--- config.mk ---
export PLATFORM = sky130hd
export DESIGN_NAME = bin_sub_const_mod
export DESIGN_NICKNAME = d
export VERILOG_FILES = /design/src/rtl/bin_sub_const_mod.sv
export SDC_FILE = /design/constraint.sdc
export NUM_CORES = 1
export LEC_CHECK = 0
export ABC_AREA = 1
export CELL_PAD_IN_SITES_DETAIL_PLACEMENT = 1
export CELL_PAD_IN_SITES_GLOBAL_PLACEMENT = 1
export CORE_ASPECT_RATIO = 1.25
export CORE_MARGIN = 2
export CORE_UTILIZATION = 35
export DETAILED_ROUTE_END_ITERATION = 8
export HOLD_SLACK_MARGIN = 0.03
export PLACE_DENSITY_LB_ADDON = 0.2
export SYNTH_ARGS = -nofsm -noshare
export SYNTH_HDL_FRONTEND = slang
export SYNTH_SLANG_ARGS = --single-unit
--- constraint.sdc ---
create_clock -name clk -period 1.2 [get_ports clk]
set_input_delay 0.12 -clock clk [delete_from_list [all_inputs] [get_ports clk]]
set_output_delay 0.12 -clock clk [all_outputs]
set_load 0.05 [all_outputs]
--- src/rtl/bin_sub_const_mod.sv ---
// Two-stage modular subtract-constant pipeline: (in_a - CONST) mod MODULUS
// with valid/ready handshaking on both sides and an out-of-range flag.
module bin_sub_const_mod #(
    parameter int unsigned OPA_WIDTH = 18,
    parameter int unsigned CONST     = 0,
    parameter int unsigned MODULUS   = 262139
) (
    input  logic                 clk,
    input  logic                 reset_n,
    input  logic [OPA_WIDTH-1:0] in_a,
    input  logic                 in_valid,
    output logic                 in_ready,
    output logic [OPA_WIDTH-1:0] out_data,
    output logic                 out_borrow,
    output logic                 out_err,
    output logic                 out_valid,
    input  logic                 out_ready
);

    localparam logic [OPA_WIDTH:0]   CONST_EXT = (OPA_WIDTH+1)'(CONST);
    localparam logic [OPA_WIDTH:0]   MOD_EXT   = (OPA_WIDTH+1)'(MODULUS);
    localparam logic [OPA_WIDTH-1:0] MOD_TRNC  = OPA_WIDTH'(MODULUS);

    if ((CONST >= MODULUS) || (64'(MODULUS) > (64'd1 << OPA_WIDTH))) begin : g_param_check
        $error("bin_sub_const_mod: need CONST < MODULUS <= 2**OPA_WIDTH");
    end

    logic                 s1_valid_q, s1_valid_d;
    logic [OPA_WIDTH:0]   diff_q, diff_d;
    logic                 err1_q, err1_d;
    logic                 s2_valid_q, s2_valid_d;
    logic [OPA_WIDTH-1:0] data_q, data_d;
    logic                 borrow_q, borrow_d;
    logic                 err2_q, err2_d;
    logic                 s2_load;

    always_comb begin
        s1_valid_d = s1_valid_q;
        diff_d     = diff_q;
        err1_d     = err1_q;
        s2_valid_d = s2_valid_q;
        data_d     = data_q;
        borrow_d   = borrow_q;
        err2_d     = err2_q;

        // Stage 2 frees up when empty or draining; stage 1 can then move into it.
        s2_load  = ~s2_valid_q | out_ready;
        in_ready = ~s1_valid_q | s2_load;

        if (in_ready) begin
            s1_valid_d = in_valid;
        end
        if (in_ready && in_valid) begin
            diff_d = {1'b0, in_a} - CONST_EXT;
            err1_d = ({1'b0, in_a} >= MOD_EXT);
        end

        if (s2_load) begin
            s2_valid_d = s1_valid_q;
        end
        // Only overwrite result registers with real data so idle outputs stay put.
        if (s2_load && s1_valid_q) begin
            data_d   = diff_q[OPA_WIDTH] ? (diff_q[OPA_WIDTH-1:0] + MOD_TRNC)
                                         : diff_q[OPA_WIDTH-1:0];
            borrow_d = diff_q[OPA_WIDTH];
            err2_d   = err1_q;
        end
    end

    always_ff @(posedge clk or negedge reset_n) begin
        if (!reset_n) begin
            s1_valid_q <= 1'b0;
            diff_q     <= '0;
            err1_q     <= 1'b0;
            s2_valid_q <= 1'b0;
            data_q     <= '0;
            borrow_q   <= 1'b0;
            err2_q     <= 1'b0;
        end else begin
            s1_valid_q <= s1_valid_d;
            diff_q     <= diff_d;
            err1_q     <= err1_d;
            s2_valid_q <= s2_valid_d;
            data_q     <= data_d;
            borrow_q   <= borrow_d;
            err2_q     <= err2_d;
        end
    end

    assign out_valid  = s2_valid_q;
    assign out_data   = data_q;
    assign out_borrow = borrow_q;
    assign out_err    = err2_q;

endmodule

==> Word-level counts from Yosys, hierarchy flattened <==
Index checks and enable logic that the tools add are counted.
Widths: inputs -> output; s select.
{ "word_totals": {"reg_bits": 40, "input_bits": 22, "output_inout_bits": 22, "word_cells": 13} }
{ "classes": {"n_lt_le_gt_ge": 1, "n_bitwise": 4, "reduce_logical": 2} }
{ "ops": {"columns": ["cell", "count"], "rows": [
  ["$ge 18x18->1 const B", 1],
  ["$logic_and 1x1->1", 2],
  ["$not 1->1", 2],
  ["$or 1x1->1", 2]
]} }

==> Longest topological paths before layout <==
{ "depth": {"word_depth": 4, "mapped_depth": 6, "mapped_depth_nobuf": 6} }

==> Worst setup path after synthesis <==
OpenSTA, ideal clock, no wires.
{ "synth_timing": {"path_kind": "register to register", "startpoint": "reg s2_valid_q (netlist: out_valid)", "endpoint": "reg diff_q[10]", "setup_time_ps": 116, "arrival_ps": 1235, "t_required_ps": 1084, "path_slack_ps": -152, "path_stages_with_launch": 6, "n_path_buf": 2, "period_less_slack_ps": 1352, "path_cell_list": "dfrtp_1 nand3_2 buf_6 buf_6 nand3_2 nand2_1"} }
{ "synth_between": {"elab_chain_cells": 4} }
{ "synth_rtl": {"columns": ["item", "line", "rtl"], "rows": [
  ["start: declaration", "31", "logic s2_valid_q, s2_valid_d;"],
  ["start signal: assignment", "83", "s2_valid_q <= s2_valid_d;"],
  ["$not 1->1", "47", "s2_load = ~s2_valid_q | out_ready;"],
  ["$or 1x1->1", "47", null],
  ["$or 1x1->1", "48", "in_ready = ~s1_valid_q | s2_load;"],
  ["via in_ready", "12", "output logic in_ready,"],
  ["$logic_and 1x1->1", "53", "if (in_ready && in_valid) begin"],
  ["end signal: assignment", "81", "diff_q <= diff_d;"],
  ["end: declaration", "29", "logic [OPA_WIDTH:0] diff_q, diff_d;"]
]} }
The timed path passes the listed nets, and every way through them passes these cells.
A chain may end at the register's enable or synchronous reset.

==> Worst setup path in the final report <==
{ "layout_timing": {"startpoint": "reg s1_valid_q", "endpoint": "out in_ready"} }
{ "layout_between": {"elab_chain_cells": 2} }
{ "layout_rtl": {"columns": ["item", "line", "rtl"], "rows": [
  ["start: declaration", "28", "logic s1_valid_q, s1_valid_d;"],
  ["start signal: assignment", "80", "s1_valid_q <= s1_valid_d;"],
  ["$not 1->1", "48", null],
  ["$or 1x1->1", "48", null],
  ["end: declaration", "12", null]
]} }
Every way passes these cells.

==> impl_metrics.yaml <==
outcome:
  outcome: "complete, no violations"
yosys:
  synth_cell_types: 12
  synthArstFlopShare: 1.00
  yosysTopAreaCell: "dfrtp_1"
  syn-num-nets: 213
  ys_seq_area_frac: 0.585
  ys.flop_type: "dfrtp_1"
  yosysWarnings: 0
  synthCells: 191
  synth_common_cells: "nand2_1, dfrtp_1, nand3_1"
  synth_top_area_share: 0.585
  synth_edf_count: 0
  synth_seq_cells: 40
  yosys-top-cells-area: "dfrtp_1, nand2_1, nand3_1, nand3_2, buf_4"
  synth_most_common_cell: "nand2_1"
  syn_area_per_cell_um2: 8.95
  syn_area_mm2: 0.00171
power_and_ir_drop:
  p_leak_nw: 1.30
  p_clk_frac: 0.178
  pwr-share-seq: 0.384
  pwr-share-comb: 0.437
  intPower_mw: 3.12
  power_mw: 4.94
  p_per_area_mw_per_mm2: 1910
  p_sw_frac: 0.370
  ir_worst_vdd_mv: 0.547
  power_switching_mw: 1.83
worst_setup_path:
  crit_path_cell_trace: "nand3_4 > buf_12 > buf_12"
  slowest_stage: "dfrtp_1"
  setup.worst_path.end_class: "output pin"
  cp_data_required_time_ps: 1080
  crit_path_frequent_cell: "buf_12"
  cp.arrival_ps: 1080
  startpoint_type: "flop"
  path_class: "flop to output pin"
  critPathMaxFanout: 4
  cpPeakStageDelay_ps: 410
timing:
  layout_min_cycle_time_ps: 1200
  max_freq_mhz: 836
  drv_slew: 0
  period_share: 0.997
  setup_viol: 0
  rsz0062_at_grt: "yes"
  finalSetupTns_ps: 0
  finalClockSkew_ps: 5.03
  hold_viol: 0
global_routing:
  grt_pass1_vias: 1445
  overflow: 0
  grt_pass1_wl_mm: 6.78
  track_usage: 0.167
  antenna_found_initial: 0
  grt_max_degree: 21
detailed_routing:
  postRouteAntennaNets: 0
  wl_mm: 4.01
  dr_total_vias: 1417
  drc_errors: 0
  wire_per_inst_um: 13.1
  via_per_inst: 4.62
  drt_iter0_drc: 39
  drtPass1Iterations: 4
layout:
  layout.cells.non_filler: 307
  n_antenna_cell: 0
  finalNetCount: 268
  seqCellArea_mm2: 0.00100
  area_growth_pct: 51.6
  utilization: 0.548
  multiInputGateArea_um2: 619
  n_fill_cell: 558
  drive_above_1_share: 0.239
floorplan:
  core.rowCount: 28
  pin_count: 44
  initial_utilization: 0.362
  fp.dieH_um: 82.2
  die_w_um: 66.5
  coreArea_mm2: 0.00473
  dieArea_mm2: 0.00547
cts:
  cts_tree: "yes"
  cts.clk_slew.worst_paths_ps: 70
  htree_levels: 2
  cts_sinks: 40
  clk_latency_ps: 280
  cts.path.max_buffers: 2
  cts_buffers: 5
  clockRootBuffer: "clkbuf_8"
place:
  post-place-cells: 295
  port_buffers: 42
  place_congestion: 0.682
  dpl.hpwl_mm: 3.21
run:
  max-cap-violations: 0
hold_path:
  hold_path.class: "input port to asynchronous set/reset pin"
-- timing repair --
action                                 4_1_cts  5_1_grt
setup endpoints to repair                    1       22
endpoints found under the hold margin       18        0
hold buffers                                 1        0
resized for setup                            4        6
gates cloned                                 0        0
setup buffers                                3        0
pin swaps                                    1        0
-- final timing paths --
path	from	slack (ps)	cells past startpoint	to
worst min register to register	diff_q[11]	480	2	diff_q[11]
worst max register to register	s1_valid_q	30	6	diff_q[11]
worst min-delay path	reset_n	320	2	out_data[0]
min in group clk	in_a[2]	420	3	diff_q[2]
worst max-delay path	s1_valid_q	3	3	in_ready
max in group asynchronous	reset_n	360	3	diff_q[5]
-- sequential cells by signal, indices dropped and copies added (netlist names) --
| signal | flops |
|---|---|
| s1_valid_q | 1 |
| err1_q | 1 |
| diff_q | 18 |
| out_err | 1 |
| out_data | 18 |
| out_valid | 1 |
-- critical path: cells and delay by family (launching register included) --
family / cells / cell delay [ps]
buffers and inverters: 2 / 280
DFF: 1 / 410
and+or+nand+nor: 1 / 100
-- power groups by stage --
stage / clock [mW] / sequential (mW) / combinational [mW]
2_1_floorplan: 0 / 2.44 / 0.430
3_5_place_dp: 0 / 1.93 / 2.12
6_report: 0.880 / 1.90 / 2.16
5_1_grt: 0.955 / 1.94 / 2.30
3_3_place_gp: 0 / 1.90 / 2.08
4_1_cts: 0.914 / 1.91 / 2.17
-- layer usage --
| layer | share of wire | track usage | up-vias |
|---|---|---|---|
| met5 | 0 | 0 | - |
| met2 | 0.52 | 0.291 | 39 |
| met1 | 0.44 | 0.206 | 668 |
| met4 | 0.0085 | 0.0612 | 0 |
| li1 | - | - | 708 |
| met3 | 0.034 | 0.0298 | 2 |
-- cell type report --
type | instances | share of cell area
clock buffers | 8 | 0.0347
inverters | 2 | 0.00290
multi-input cells | 136 | 0.239
well taps | 60 | 0.0290
flip-flops and latches | 40 | 0.387
repair buffers | 61 | 0.308
-- stage by stage --
step	cell area, µm²	hold slack [ps]	worst slack [ps]
floorplan	1710	-176	6.15
global placement	2430	81.8	-65.7
detailed placement	2430	84.5	-95.9
CTS	2570	329	4.38
global route	2590	347	-45.8
finish	2590	316	3.33
-- kinds of logic after synthesis --
| group | count (synthesis) | synth area share |
|---|---|---|
| AOI/OAI and AO/OA | 1 | 0.00292 |
| buffers and inverters | 15 | 0.0600 |
| DFF | 40 | 0.585 |
| other | 1 | 0.00219 |
| and+or+nand+nor | 134 | 0.350 |
-- placed cells by master, fill, tap and decap left out, drive strengths merged --
| cell | Yosys | layout |
|---|---|---|
| nand2 | 91 | 91 |
| dfrtp | 40 | 40 |
| buf | 13 | 40 |
| nand3 | 38 | 38 |
| clkdlybuf4s50 | 0 | 20 |
| clkbuf | 0 | 8 |
| nor2 | 5 | 5 |
| inv | 2 | 2 |
| o21ai | 1 | 1 |
| conb | 1 | 1 |
| dlygate4sd3 | 0 | 1 |
Power figures use the tool's default switching activity.
